[config.mk]
export PLATFORM = sky130hd
export DESIGN_NAME = regfile_dump
export DESIGN_NICKNAME = d
export VERILOG_FILES = /design/src/rtl/cpu_types_pkg.sv /design/src/rtl/regfile_dump.sv
export SDC_FILE = /design/constraint.sdc
export NUM_CORES = 1
export LEC_CHECK = 0
export ABC_CLOCK_PERIOD_IN_PS = 2350
export BUFFER_PORTS_ARGS = -buffer_cell sky130_fd_sc_hd__buf_2
export CAP_MARGIN = 20
export CORE_AREA = 2 2 76 78
export DETAILED_ROUTE_END_ITERATION = 8
export DIE_AREA = 0 0 78 80
export MAX_ROUTING_LAYER = met4
export PLACE_DENSITY = 0.76
export SYNTH_ARGS = -nofsm -noshare
export SYNTH_HDL_FRONTEND = slang
export SYNTH_SLANG_ARGS = --single-unit
export TNS_END_PERCENT = 1
[constraint.sdc]
create_clock -name CLK -period 2.35 [get_ports CLK]
set_clock_uncertainty 0.1 [all_clocks]
set_input_delay 0.5875 -clock CLK [delete_from_list [all_inputs] [get_ports CLK]]
set_output_delay 0.5875 -clock CLK [all_outputs]
set_load 0.01 [all_outputs]
[src/rtl/cpu_types_pkg.sv]
// Shared CPU datapath types: word and register-select widths, plus the
// register-dump sequencer state encoding.
package cpu_types_pkg;

    localparam int unsigned WORD_W   = 32;
    localparam int unsigned REG_W    = 5;
    localparam int unsigned NUM_REGS = 32;

    typedef logic [WORD_W-1:0] word_t;
    typedef logic [REG_W-1:0]  regbits_t;

    typedef enum logic [1:0] {
        IDLE = 2'd0,
        READ = 2'd1,
        HOLD = 2'd2,
        DONE = 2'd3
    } dump_state_t;

endpackage

[src/rtl/regfile_dump.sv]
// Sweeps a register range through the register-file read port and streams
// each (index, value) pair out over a valid/ready handshake.
module regfile_dump
    import cpu_types_pkg::*;
#(
    parameter bit SKIP_ZERO = 1'b0
) (
    input  logic     CLK,
    input  logic     RST,
    input  logic     start,
    input  regbits_t first_idx,
    input  regbits_t last_idx,
    output regbits_t rsel,
    input  word_t    rdat,
    output logic     out_valid,
    input  logic     out_ready,
    output regbits_t out_idx,
    output word_t    out_data,
    output logic     busy,
    output logic     done
);

    dump_state_t state;
    regbits_t    cur;
    regbits_t    end_idx;

    regbits_t cur_next_c;
    logic     skip_c;
    logic     at_end_c;

    // Index increment wraps 31 -> 0 through the 5-bit width.
    assign cur_next_c = cur + regbits_t'(1);
    assign skip_c     = SKIP_ZERO && (cur == '0);
    assign at_end_c   = (cur == end_idx);

    always_ff @(posedge CLK or posedge RST) begin
        if (RST) begin
            state     <= IDLE;
            cur       <= '0;
            end_idx   <= '0;
            rsel      <= '0;
            out_valid <= 1'b0;
            out_idx   <= '0;
            out_data  <= '0;
            busy      <= 1'b0;
            done      <= 1'b0;
        end else begin
            done <= 1'b0;
            case (state)
                IDLE: begin
                    if (start) begin
                        cur     <= first_idx;
                        end_idx <= last_idx;
                        rsel    <= first_idx;
                        busy    <= 1'b1;
                        state   <= READ;
                    end
                end
                READ: begin
                    rsel <= '0;
                    if (skip_c) begin
                        // Skipped index advances without a capture/handshake.
                        if (at_end_c) begin
                            done  <= 1'b1;
                            state <= DONE;
                        end else begin
                            cur  <= cur_next_c;
                            rsel <= cur_next_c;
                        end
                    end else begin
                        out_data  <= rdat;
                        out_idx   <= cur;
                        out_valid <= 1'b1;
                        state     <= HOLD;
                    end
                end
                HOLD: begin
                    if (out_valid && out_ready) begin
                        out_valid <= 1'b0;
                        if (at_end_c) begin
                            done  <= 1'b1;
                            state <= DONE;
                        end else begin
                            cur   <= cur_next_c;
                            rsel  <= cur_next_c;
                            state <= READ;
                        end
                    end
                end
                DONE: begin
                    busy  <= 1'b0;
                    state <= IDLE;
                end
                default: state <= IDLE;
            endcase
        end
    end

endmodule

# After elaboration in Yosys (flattened, before gate mapping)
# Index checks and enable logic that the tools add are counted.
# op_classes
addsub	1
eq_ne	7
mux	16
reduce_logical	12
# ops
op	n
$mux 5	3
$pmux 5 s3	1
$pmux 5 s2	1
$pmux 2 s4	1
$reduce_and 2->1	4
$reduce_and 4->1	2
$mux 2	3
$ne 2x2->1 const B	3
$reduce_bool 2->1	3
$add 5x1->5 const B	1
$eq 5x5->1	1
$mux 1	5
$eq 2x2->1 const B	2
$pmux 1 s2	2
$reduce_bool 3->1	1
$eq 2x1->1 const B	1
$logic_not 2->1	1
$logic_and 1x1->1	1
# word_totals
ff_bits	57
output_inout_bits	45

# Longest topological paths before layout
# Gate-level depths: netlist (run 1).
# logic_depth
ltp_word	4
mapped_depth	7
mapped_depth_nobuf	7

# Least setup slack after synthesis (run 1)
# OpenSTA, ideal clock, no wires.
# synth_path
kind	reg2reg
start	reg state[0]
end	reg cur[2]
setup_time_ns	0.125
arrival_time_ns	1.645
required_time_ns	2.125
path_slack_ns	0.480
path_stages_with_launch	7
n_path_buf	0
period_less_slack_ns	1.870
cell_sequence	dfrtp_1 inv_1 ha_1 nor2b_1 a21oi_2 o211a_4 mux2_4
# synth_via
elab_chain_len	3
# synth_rtl
element	line	source
from (decl)	regfile_dump.sv:23	dump_state_t state;
from (signal assigned)	regfile_dump.sv:38	state <= IDLE;
from (signal assigned)	regfile_dump.sv:56	state <= READ;
from (signal assigned)	regfile_dump.sv:65	state <= DONE;
$eq 2x2->1 or $logic_not 2->1 (tied branches)	regfile_dump.sv:49	case (state)
$ne 2x2->1 (no line) or $reduce_bool 2->1 (tied branches)	n/a	
$reduce_and 4->1 (no line)	n/a	
to (signal assigned)	regfile_dump.sv:52	cur <= first_idx;
to (signal assigned)	regfile_dump.sv:67	cur <= cur_next_c;
to (signal assigned)	regfile_dump.sv:84	cur <= cur_next_c;
to (decl)	regfile_dump.sv:24	regbits_t cur;
# Parallel ways exist; a longest one is shown, timed or not.
# A chain may end at the register's enable or synchronous reset.

# Worst setup path in the final report (run 1)
# layout_path
start	reg state[0]
end	reg cur[0]
# Same word-level chain as after synthesis.

==> results.sh, run 1 <==
export IMPL_die_w_um=78
export IMPL_critPathKind="reg -> reg"
export IMPL_powerDensity_nw_per_um2=1487
export IMPL_synth_xor_area_frac=0.03672
export IMPL_antenna_found_initial=0
export IMPL_rsz0062_at_grt="no"
export IMPL_r2r_start="state[0]"
export IMPL_status="complete, no violations"
export IMPL_path_max_fanout=6
export IMPL_grt_pass1_vias=1779
export IMPL_ys_ff_latch=57
export IMPL_synth_compound_area_share=0.07345
export IMPL_synthSimpleGateAreaFrac=0.05161
export IMPL_muxShareOfSynthArea=0.2149
export IMPL_grtUsageTotal=0.1742
export IMPL_rr_endpoint="cur[0]"
export IMPL_numCtsBuffers=9
export IMPL_final_setup_viol_count=0
export IMPL_cts_hold_buf=0
export IMPL_dp_hpwl_um=3602
export IMPL_cp_required_ns=2.44
export IMPL_end_kind="register"
export IMPL_avgSynthCellArea_sq_um=13.55
export IMPL_post_cts_setup_buffers=0
export IMPL_fmax_ghz=0.4713
export IMPL_std_cell_rows=27
export IMPL_io_pins=91
export IMPL_wirelength_um=4908
export IMPL_post_route_period_util=0.9030
export IMPL_layout_common_cells="buf_2 (90), dfrtp_1 (57), mux2_2 (45)"
export IMPL_vias=1791
export IMPL_grt_pass1_wl_um=8093
export IMPL_root_buffer="clkbuf_8"
export IMPL_slew_viol_final=0
export IMPL_place_port_buffers=90
export IMPL_num_antenna_cells=0
export IMPL_clk_pin_slew_ns=0.06
export IMPL_relSlewSlack=0.6570
export IMPL_startpoint_type="register"
export IMPL_synth_adder_area_share=0.03474
export IMPL_die_y_um=80
export IMPL_final_common_cell="buf_2"
export IMPL_syn_inst=186
export IMPL_reg2reg_slack_ns=0.23
export IMPL_hold_slack_ns=0.2040
export IMPL_drtIter0Drc=40
export IMPL_grt_overflow_total=0
export IMPL_tightest_slew_ns=0.5138
export IMPL_synth_warnings=0
export IMPL_area_delta_synth_final_pct=27.64
export IMPL_core_area_sq_um=5405
export IMPL_p_leak_uw=0.001541
export IMPL_hold_viol=0
export IMPL_top_layer="met4"
export IMPL_wl_met2_um=2239
export IMPL_drive_above_1_share=0.5594
export IMPL_die_area_sq_um=6240
export IMPL_cts_resized=0
export IMPL_clock_path_buffers=2
export IMPL_dp_slack_ns=0.2691
export IMPL_routed_wl_met3_um=313
export IMPL_start_util=0.4664
export IMPL_tritoncts="done"
export IMPL_maxCapViolations=0
export IMPL_synth_top_family_by_area="multiplexers"
export IMPL_clock_sinks=57
export IMPL_fin_nets=337
export IMPL_ir_worst_vdd_mv=0.7315
export IMPL_wl_per_cell_um=13.71
export IMPL_wl_met1_um=2212
export IMPL_synth_area_sq_um=2521
export IMPL_ys_types=30
export IMPL_period_needed_ns=2.122
export IMPL_seq_area_frac_synth=0.5658
export IMPL_vias_per_cell=5.003
export IMPL_drc=0
export IMPL_globalplace_congestion=0.8186
export IMPL_ant_nets=0
export IMPL_grt_max_degree=38
export IMPL_clk_latency_ns=0.31
export IMPL_h_tree_depth=3
export IMPL_setup_ws_ns=0.2280
export IMPL_syn_nets=239
export IMPL_cp_arrival_ns=2.21
export IMPL_fin_tns_setup_ns=0
export IMPL_r2r_cells=7
export IMPL_dr_pass1_iters=4
export IMPL_hold_class="in -> async"
-- through the flow --
stage / cell area (sq um) / std cells / utilization / power, uW
final: 3218 / 358 / 0.5954 / 4785
after floorplan: 2521 / 186 / - / 3393
after global placement: 3068 / 345 / 0.5676 / 4010
after global routing: 3218 / 358 / 0.5954 / 5142
after detailed placement: 3068 / 345 / 0.5676 / 4091
after CTS: 3218 / 358 / 0.5954 / 4844
-- power by group --
group | switching, uW | internal [uW]
Combinational | 1090 | 1160
Sequential | 330 | 1480
Clock | 328 | 392
-- critical path: stages (launching register included) --
cell,delay (ns)
dfrtp_1,0.45
inv_1,0.13
ha_1,0.29
nor2b_1,0.18
a21oi_2,0.26
o21ai_0,0.21
o21ai_0,0.27
o31ai_1,0.12
-- flip-flops by register name (all words and copies together), names as in the netlist --
register   flops
rsel           5
cur            5
state          2
out_valid      1
end_idx        5
done           1
out_idx        5
out_data      32
busy           1
-- cell families (layout without fill, tap and decap cells) --
logic type | Yosys count | count (layout)
flip-flops | 57 | 57
AND/OR/NAND/NOR | 26 | 26
AO/OA/AOI/OAI | 27 | 27
adder cells (fa/ha/maj) | 7 | 7
XOR/XNOR | 8 | 8
multiplexers | 48 | 48
buffers and inverters | 13 | 113
-- worst max path at each step --
stage | slack (ns) | to | start
2_1_floorplan | 0.26 | busy | RST
3_3_place_gp | 0.36 | cur[2] | state[0]
3_5_place_dp | 0.27 | cur[2] | state[0]
4_1_cts | 0.26 | cur[2] | state[0]
5_1_grt | 0.12 | cur[2] | state[0]
6_report | 0.23 | cur[0] | state[0]
-- synth_stat cells --
cell type  instances  area (sq um)
a21oi_2            1         8.760
clkbuf_1           1         3.750
o211a_4            1         17.52
o31ai_1            1         7.510
nor2b_1            1         6.260
nor2_1             3         11.26
xnor2_1            3         26.28
or2_2              1         6.260
a21oi_1           10         50.05
nor3_1             1         5.000
ha_1               7         87.58
buf_2              4         20.02
and3_1             1         6.260
dfrtp_1           57          1426
xnor2_2            3         48.80
mux2_2            45         506.7
nand3b_1           1         7.510
o2bb2ai_1          2         17.52
mux2i_1            2         20.02
o32a_1             1         10.01
buf_4              1         7.510
nand4_4            1         21.27
nand2_1           15         56.30
o211ai_4           1         21.27
o21ai_0            8         40.04
nand3_1            2         10.01
inv_1              7         26.28
mux2_4             1         15.01
o22ai_1            2         12.51
xor2_1             2         17.52
-- per-layer routing --
metal,track usage,vias to the layer above
li1,-,849
met1,0.2167,844
met2,0.2647,83
met3,0.03620,15
met4,0.1035,0
met5,-,-
-- final cells by class --
class,count,area [sq um]
sequential,57,1426
clock inverter,1,5.005
timing repair buffer,93,485.5
multi-input combinational,116,1040
inverter,7,26.28
fill,483,2187
clock buffer,12,145.1
tap,72,90.09
No activity file was read; power rests on OpenSTA's default activity.
==> run 2: changes to the inputs <==
--- a/config.mk
+++ b/config.mk
@@ -5,14 +5,15 @@
 export SDC_FILE = /design/constraint.sdc
 export NUM_CORES = 1
 export LEC_CHECK = 0
+export ABC_AREA = 1
 export ABC_CLOCK_PERIOD_IN_PS = 2350
 export BUFFER_PORTS_ARGS = -buffer_cell sky130_fd_sc_hd__buf_2
 export CAP_MARGIN = 20
-export CORE_AREA = 2 2 76 78
+export CORE_AREA = 2 2 77 79
 export DETAILED_ROUTE_END_ITERATION = 8
-export DIE_AREA = 0 0 78 80
+export DIE_AREA = 0 0 79 81
 export MAX_ROUTING_LAYER = met4
-export PLACE_DENSITY = 0.76
+export PLACE_DENSITY = 0.75
 export SYNTH_ARGS = -nofsm -noshare
 export SYNTH_HDL_FRONTEND = slang
 export SYNTH_SLANG_ARGS = --single-unit
==> run 2 against run 1 <==
Sequential share of layout area is 1.4 points lower. Register-to-register slack gained 0.24 ns. Cell area is 3.1% higher. Setup slack better by 0.24 ns. Clock-buffer cell count is 2 lower. Non-clock buffer count stayed put. Maximum frequency up 13%. Largest power group unchanged.
==> results.sh, run 2 <==
export IMPL_p_sw_frac=0.3837
export IMPL_status="complete, no violations"
export IMPL_powerDensity_nw_per_um2=1507
export IMPL_clock_power_share=0.193
export IMPL_vias_per_cell=4.716
export IMPL_avgSynthCellArea_sq_um=10.44
export IMPL_seq_area_frac_synth=0.5534
export IMPL_grtUsageTotal=0.1781
export IMPL_netlist_top_cells_count="nand2_1 (70), dfrtp_1 (57), mux2_2 (32)"
export IMPL_die_w_um=79
export IMPL_synth_top_area_frac=0.5534
export IMPL_r2r_start="state[0]"
export IMPL_post_cts_setup_buffers=0
export IMPL_relSlewSlack=0.7012
export IMPL_reg2reg_slack_ns=0.47
export IMPL_tritoncts="done"
export IMPL_core_area_sq_um=5675
export IMPL_rr_endpoint="cur[1]"
export IMPL_die_area_sq_um=6399
export IMPL_cp_arrival_ns=2.05
export IMPL_slew_viol_final=0
export IMPL_critPathKind="reg -> reg"
export IMPL_path_max_fanout=14
export IMPL_syn_nets=300
export IMPL_fmax_ghz=0.5308
export IMPL_yosys_most_used_dff="dfrtp_1"
export IMPL_start_util=0.4541
export IMPL_combinationalPowerShare=0.454
export IMPL_synth_xor_area_frac=0
export IMPL_io_pins=91
export IMPL_ir_worst_vdd_mv=0.6859
export IMPL_root_buffer="clkbuf_8"
export IMPL_vias=1995
export IMPL_cts_hold_buf=0
export IMPL_place_port_buffers=90
export IMPL_synth_top_area_cell="dfrtp_1"
export IMPL_tightest_slew_ns=0.4482
export IMPL_antenna_found_initial=0
export IMPL_grt_pass1_wl_um=8480
export IMPL_drc=0
export IMPL_globalplace_congestion=0.8526
export IMPL_dr_pass1_iters=4
export IMPL_hold_slack_ns=0.2118
export IMPL_grt_max_degree=58
export IMPL_muxShareOfSynthArea=0.1398
export IMPL_post_route_period_util=0.8016
export IMPL_dp_hpwl_um=3826
export IMPL_synthSimpleGateAreaFrac=0.1816
export IMPL_std_cell_rows=28
export IMPL_final_setup_viol_count=0
export IMPL_clk_latency_ns=0.33
export IMPL_syn_inst=247
export IMPL_synth_async_reset_ratio=1.000
export IMPL_final_util=0.5849
export IMPL_regMostFlops="out_data"
export IMPL_largest_register_ffs=32
export IMPL_synth_adder_area_share=0.03398
export IMPL_clock_path_buffers=2
export IMPL_final_cells=423
export IMPL_synthTopCellsByArea="dfrtp_1 (55%), mux2_2 (14%), nand2_1 (10%), ha_1 (3.4%), nand3_1 (2.7%)"
export IMPL_wl_per_cell_um=12.21
export IMPL_area_delta_synth_final_pct=28.79
export IMPL_ys_ff_latch=57
export IMPL_ant_nets=0
export IMPL_period_needed_ns=1.884
export IMPL_final_common_cell="buf_2"
export IMPL_hold_viol=0
export IMPL_clk_pin_slew_ns=0.06
export IMPL_numCtsBuffers=9
export IMPL_drive_above_1_share=0.4540
export IMPL_cp_required_ns=2.51
export IMPL_startpoint_type="register"
export IMPL_maxCapViolations=0
export IMPL_seqPwrFrac=0.353
export IMPL_wirelength_um=5163
export IMPL_synth_edf_count=0
export IMPL_synth_area_sq_um=2577
export IMPL_cts_resized=0
export IMPL_place_inst=407
export IMPL_die_y_um=81
export IMPL_post_synth_top_count_cell="nand2_1"
export IMPL_num_antenna_cells=0
export IMPL_hold_class="in -> async"
export IMPL_grt_pass1_vias=1948
export IMPL_grt_overflow_total=0
export IMPL_end_kind="register"
export IMPL_h_tree_depth=3
export IMPL_p_leak_uw=0.001710
export IMPL_switching_power_uw=1920
export IMPL_synth_warnings=0
export IMPL_synth_compound_area_share=0.04563
export IMPL_fin_tns_setup_ns=0
export IMPL_setup_ws_ns=0.4661
export IMPL_drtIter0Drc=59
export IMPL_r2r_cells=8
export IMPL_intPower_uw=3084
export IMPL_dp_slack_ns=0.4706
export IMPL_synth_top_family_by_area="simple AND/OR/NAND/NOR gates"
export IMPL_rsz0062_at_grt="no"
export IMPL_ys_types=26
export IMPL_fin_nets=396
export IMPL_layout_common_cells="buf_2 (90), nand2_1 (70), dfrtp_1 (57)"
export IMPL_clock_sinks=57
==> run 2: changes by cell type after synthesis, moves of 5 or more <==
cell,before,now
mux2_2,45,32
inv_1,7,12
nor2_1,3,8
nand3_1,2,14
inv_2,0,5
nand2_1,15,70
==> run 2: worst max-delay path, cell delays in order, from the launching register on <==
cell and delay, ns:
dfrtp_1 0.41, inv_1 0.15, ha_1 0.41, nand2_1 0.15, nor2_4 0.15, nand3_4 0.17
nand2_2 0.15, nand2_1 0.06, nand2_1 0.07
==> run 2: final cells by class <==
cell class | count | area [sq um]
clock buffer | 10 | 127.6
clock inverter | 6 | 82.58
fill | 502 | 2356
inverter | 18 | 67.56
multi-input combinational | 164 | 1036
sequential | 57 | 1426
tap | 75 | 93.84
timing repair buffer | 93 | 485.5
==> run 2: how the worst max path moves through the flow <==
stage	start	to	slack, ns	depth (start not counted)
6_report	state[0]	cur[1]	0.47	8
5_1_grt	state[0]	rsel[4]	0.30	8
4_1_cts	state[0]	cur[1]	0.44	8
3_5_place_dp	state[0]	cur[1]	0.47	8
3_3_place_gp	state[0]	rsel[4]	0.56	8
2_1_floorplan	RST	busy	0.26	1
==> run 2: kinds of logic after synthesis <==
group,count (synthesis)
buffers and inverters,26
AOI/OAI and AO/OA,20
DFF,57
adders and majority gates,7
muxes,32
and+or+nand+nor,105
==> run 2: routing by layer <==
layer | GRT usage | vias to the layer above | wire, um
met5 | - | - | 0
met4 | 0.08448 | 0 | 87
met3 | 0.04333 | 10 | 327
met2 | 0.2847 | 80 | 2392
met1 | 0.2144 | 908 | 2355
li1 | - | 997 | -
==> run 2: power groups by stage <==
stage	sequential (uW)	clock, uW	combinational, uW
floorplan	1930	0	1440
global placement	1760	0	2230
detailed placement	1780	0	2300
CTS	1770	988	2310
global route	1820	1040	2560
finish	1770	964	2270
==> run 2: metrics by stage <==
| stage | area [sq um] | power [uW] |
|---|---|---|
| global route | 3319 | 5427 |
| detailed placement | 3109 | 4082 |
| floorplan | 2577 | 3366 |
| finish | 3319 | 5004 |
| global placement | 3109 | 3994 |
| CTS | 3319 | 5065 |
==> run 3: changes to the inputs <==
--- a/config.mk
+++ b/config.mk
@@ -6,12 +6,12 @@
 export NUM_CORES = 1
 export LEC_CHECK = 0
 export ABC_AREA = 1
-export ABC_CLOCK_PERIOD_IN_PS = 2350
+export ABC_CLOCK_PERIOD_IN_PS = 1500
 export BUFFER_PORTS_ARGS = -buffer_cell sky130_fd_sc_hd__buf_2
 export CAP_MARGIN = 20
-export CORE_AREA = 2 2 77 79
+export CORE_AREA = 2 2 79 81
 export DETAILED_ROUTE_END_ITERATION = 8
-export DIE_AREA = 0 0 79 81
+export DIE_AREA = 0 0 81 83
 export MAX_ROUTING_LAYER = met4
 export PLACE_DENSITY = 0.75
 export SYNTH_ARGS = -nofsm -noshare
==> constraint.sdc (replaced) <==
create_clock -name CLK -period 1.5 [get_ports CLK]
set_clock_uncertainty 0.1 [all_clocks]
set_input_delay 0.375 -clock CLK [delete_from_list [all_inputs] [get_ports CLK]]
set_output_delay 0.375 -clock CLK [all_outputs]
set_load 0.01 [all_outputs]
==> run 3 against run 2 <==
The run now ends with setup timing left. Setup slack got worse by 0.49 ns. Cell area is 5.3% higher. Final cell count rose by 3.1%. Sequential share of layout area down 2.1 points. Global-route usage is 0.18 points higher. Wire length up 11%. Clock power grew 57%. Combinational power up 82%. First-iteration DRC count up 24%. Critical endpoint is now cur[0].
==> results.sh, run 3 (same netlist as run 2, synthesis figures left out) <==
export IMPL_grt_overflow_total=0
export IMPL_rsz0062_at_grt="yes"
export IMPL_numCtsBuffers=9
export IMPL_grt_pass1_wl_um=9135
export IMPL_critPathSlowestCell="dfrtp_1"
export IMPL_power_uw=8416
export IMPL_p_sw_frac=0.3851
export IMPL_start_util=0.4432
export IMPL_ir_worst_vdd_mv=1.042
export IMPL_p_leak_uw=0.001780
export IMPL_cts_hold_buf=0
export IMPL_critPathKind="reg -> reg"
export IMPL_cp_required_ns=1.61
export IMPL_core_area_sq_um=5816
export IMPL_setup_ws_ns=-0.02156
export IMPL_register_area_sq_um=1428
export IMPL_post_route_period_util=1.014
export IMPL_die_w_um=81
export IMPL_grt_max_degree=58
export IMPL_seqPwrFrac=0.329
export IMPL_vias_per_cell=4.761
export IMPL_final_cells=436
export IMPL_period_needed_ns=1.522
export IMPL_vias=2076
export IMPL_tritoncts="done"
export IMPL_multi_input_area_sq_um=1101
export IMPL_antenna_found_initial=0
export IMPL_drc=0
export IMPL_switching_power_uw=3241
export IMPL_startpoint_type="register"
export IMPL_dr_pass1_iters=4
export IMPL_clock_sinks=57
export IMPL_place_port_buffers=90
export IMPL_std_cell_rows=28
export IMPL_hold_class="in -> async"
export IMPL_drtIter0Drc=73
export IMPL_io_pins=91
export IMPL_path_max_fanout=6
export IMPL_fin_nets=409
export IMPL_tightest_slew_ns=0.2924
export IMPL_n_fill_cell=487
export IMPL_dp_hpwl_um=4075
export IMPL_powerDensity_nw_per_um2=2408
export IMPL_dp_slack_ns=-0.09921
export IMPL_clk_latency_ns=0.32
export IMPL_clk_pin_slew_ns=0.07
export IMPL_ant_nets=0
export IMPL_wirelength_um=5714
export IMPL_fmax_ghz=0.6572
export IMPL_cp_arrival_ns=1.63
export IMPL_place_inst=418
export IMPL_largest_register_ffs=32
export IMPL_status="finished, violations left"
export IMPL_hold_viol=0
export IMPL_end_kind="register"
export IMPL_root_buffer="clkbuf_8"
export IMPL_num_antenna_cells=0
export IMPL_final_setup_viol_count=6
export IMPL_area_delta_synth_final_pct=35.63
export IMPL_combinationalPowerShare=0.492
export IMPL_drive_above_1_share=0.4958
export IMPL_relSlewSlack=0.8051
export IMPL_clock_path_buffers=2
export IMPL_wl_per_cell_um=13.11
export IMPL_die_y_um=83
export IMPL_critical_path_max_stage_delay_ns=0.39
export IMPL_failed_checks="setup timing"
export IMPL_h_tree_depth=3
export IMPL_globalplace_congestion=0.8197
export IMPL_grtUsageTotal=0.1799
export IMPL_final_common_cell="buf_2"
export IMPL_maxCapViolations=0
export IMPL_slew_viol_final=0
export IMPL_crit_chain="inv_2, ha_2, inv_2, or2_4, nand2_8, a21oi_4, nand2_4, nand2_1, nand2_1"
export IMPL_regMostFlops="out_data"
export IMPL_clock_power_share=0.180
export IMPL_die_area_sq_um=6723
export IMPL_grt_pass1_vias=2008
export IMPL_intPower_uw=5175
export IMPL_layout_common_cells="buf_2 (90), nand2_1 (70), dfrtp_1 (56)"
==> run 3: changes by cell type in the layout (fill, tap and decap cells not counted), moves of 3 or more <==
cell,delta
buf_4,+10
nand2_2,-3
inv_1,-3
inv_2,+3
==> run 3: final cells by class <==
class / instances / share of cell area
clock buffers: 10 / 0.03651
well taps: 75 / 0.02684
clock inverters: 6 / 0.02362
flip-flops and latches: 57 / 0.4084
inverters: 18 / 0.02040
multi-input cells: 165 / 0.3150
repair buffers: 105 / 0.1693
==> run 3: final timing paths <==
| kind | from | slack, ns | depth (start not counted) | to |
|---|---|---|---|---|
| worst max-delay path | state[1] | -0.02 | 9 | cur[0] |
| worst min-delay path | RST | 0.03 | 3 | out_idx[0] |
| worst max register to register | state[1] | -0.02 | 9 | cur[0] |
| worst min register to register | rsel[1] | 0.38 | 2 | rsel[1] |
| max in group asynchronous | RST | 1.02 | 3 | cur[1] |
| min in group CLK | last_idx[0] | 0.16 | 3 | end_idx[0] |
==> run 3: power groups by stage <==
| stage | Clock (uW) | Combinational, uW | Sequential [uW] |
|---|---|---|---|
| final | 1510 | 4140 | 2770 |
| after floorplan | 0 | 2250 | 3020 |
| after detailed placement | 0 | 3890 | 2790 |
| after global routing | 1630 | 4580 | 2870 |
| after CTS | 1560 | 4030 | 2770 |
| after global placement | 0 | 3790 | 2740 |
==> run 3: per-stage QoR <==
| step | area, sq um | hold slack (ns) | utilization | TNS, ns |
|---|---|---|---|---|
| after floorplan | 2581 | 0.3618 | - | -4.695 |
| final | 3496 | 0.03206 | 0.6011 | -0.07425 |
| after global routing | 3496 | 0.05087 | 0.6011 | -1.821 |
| after CTS | 3452 | 0.03245 | 0.5936 | -0.1884 |
| after global placement | 3208 | 0.3613 | 0.5516 | -0.3448 |
| after detailed placement | 3208 | 0.3601 | 0.5516 | -0.8744 |
==> run 3: worst max-delay path, delay by kind of cell (launching register included) <==
kind            cells  cell delay, ns
compound gates      1            0.21
fa+ha+maj           1            0.18
buf+inv             2            0.11
flops               1            0.39
simple gates        5            0.42
==> run 3: repair_timing <==
action / in CTS / in global routing
setup buffers: 1 / 0
pin swaps: 5 / 4
cloned: 1 / 0
setup endpoints to repair: 20 / 54
resized for setup: 8 / 11
==> run 3: per-layer routing <==
layer | global-route usage | part of all wire | routed length, um
met1 | 0.2278 | 0.42 | 2378
met3 | 0.04565 | 0.085 | 485
met5 | - | 0 | 0
met4 | 0.04622 | 0.0082 | 47
met2 | 0.2878 | 0.49 | 2803
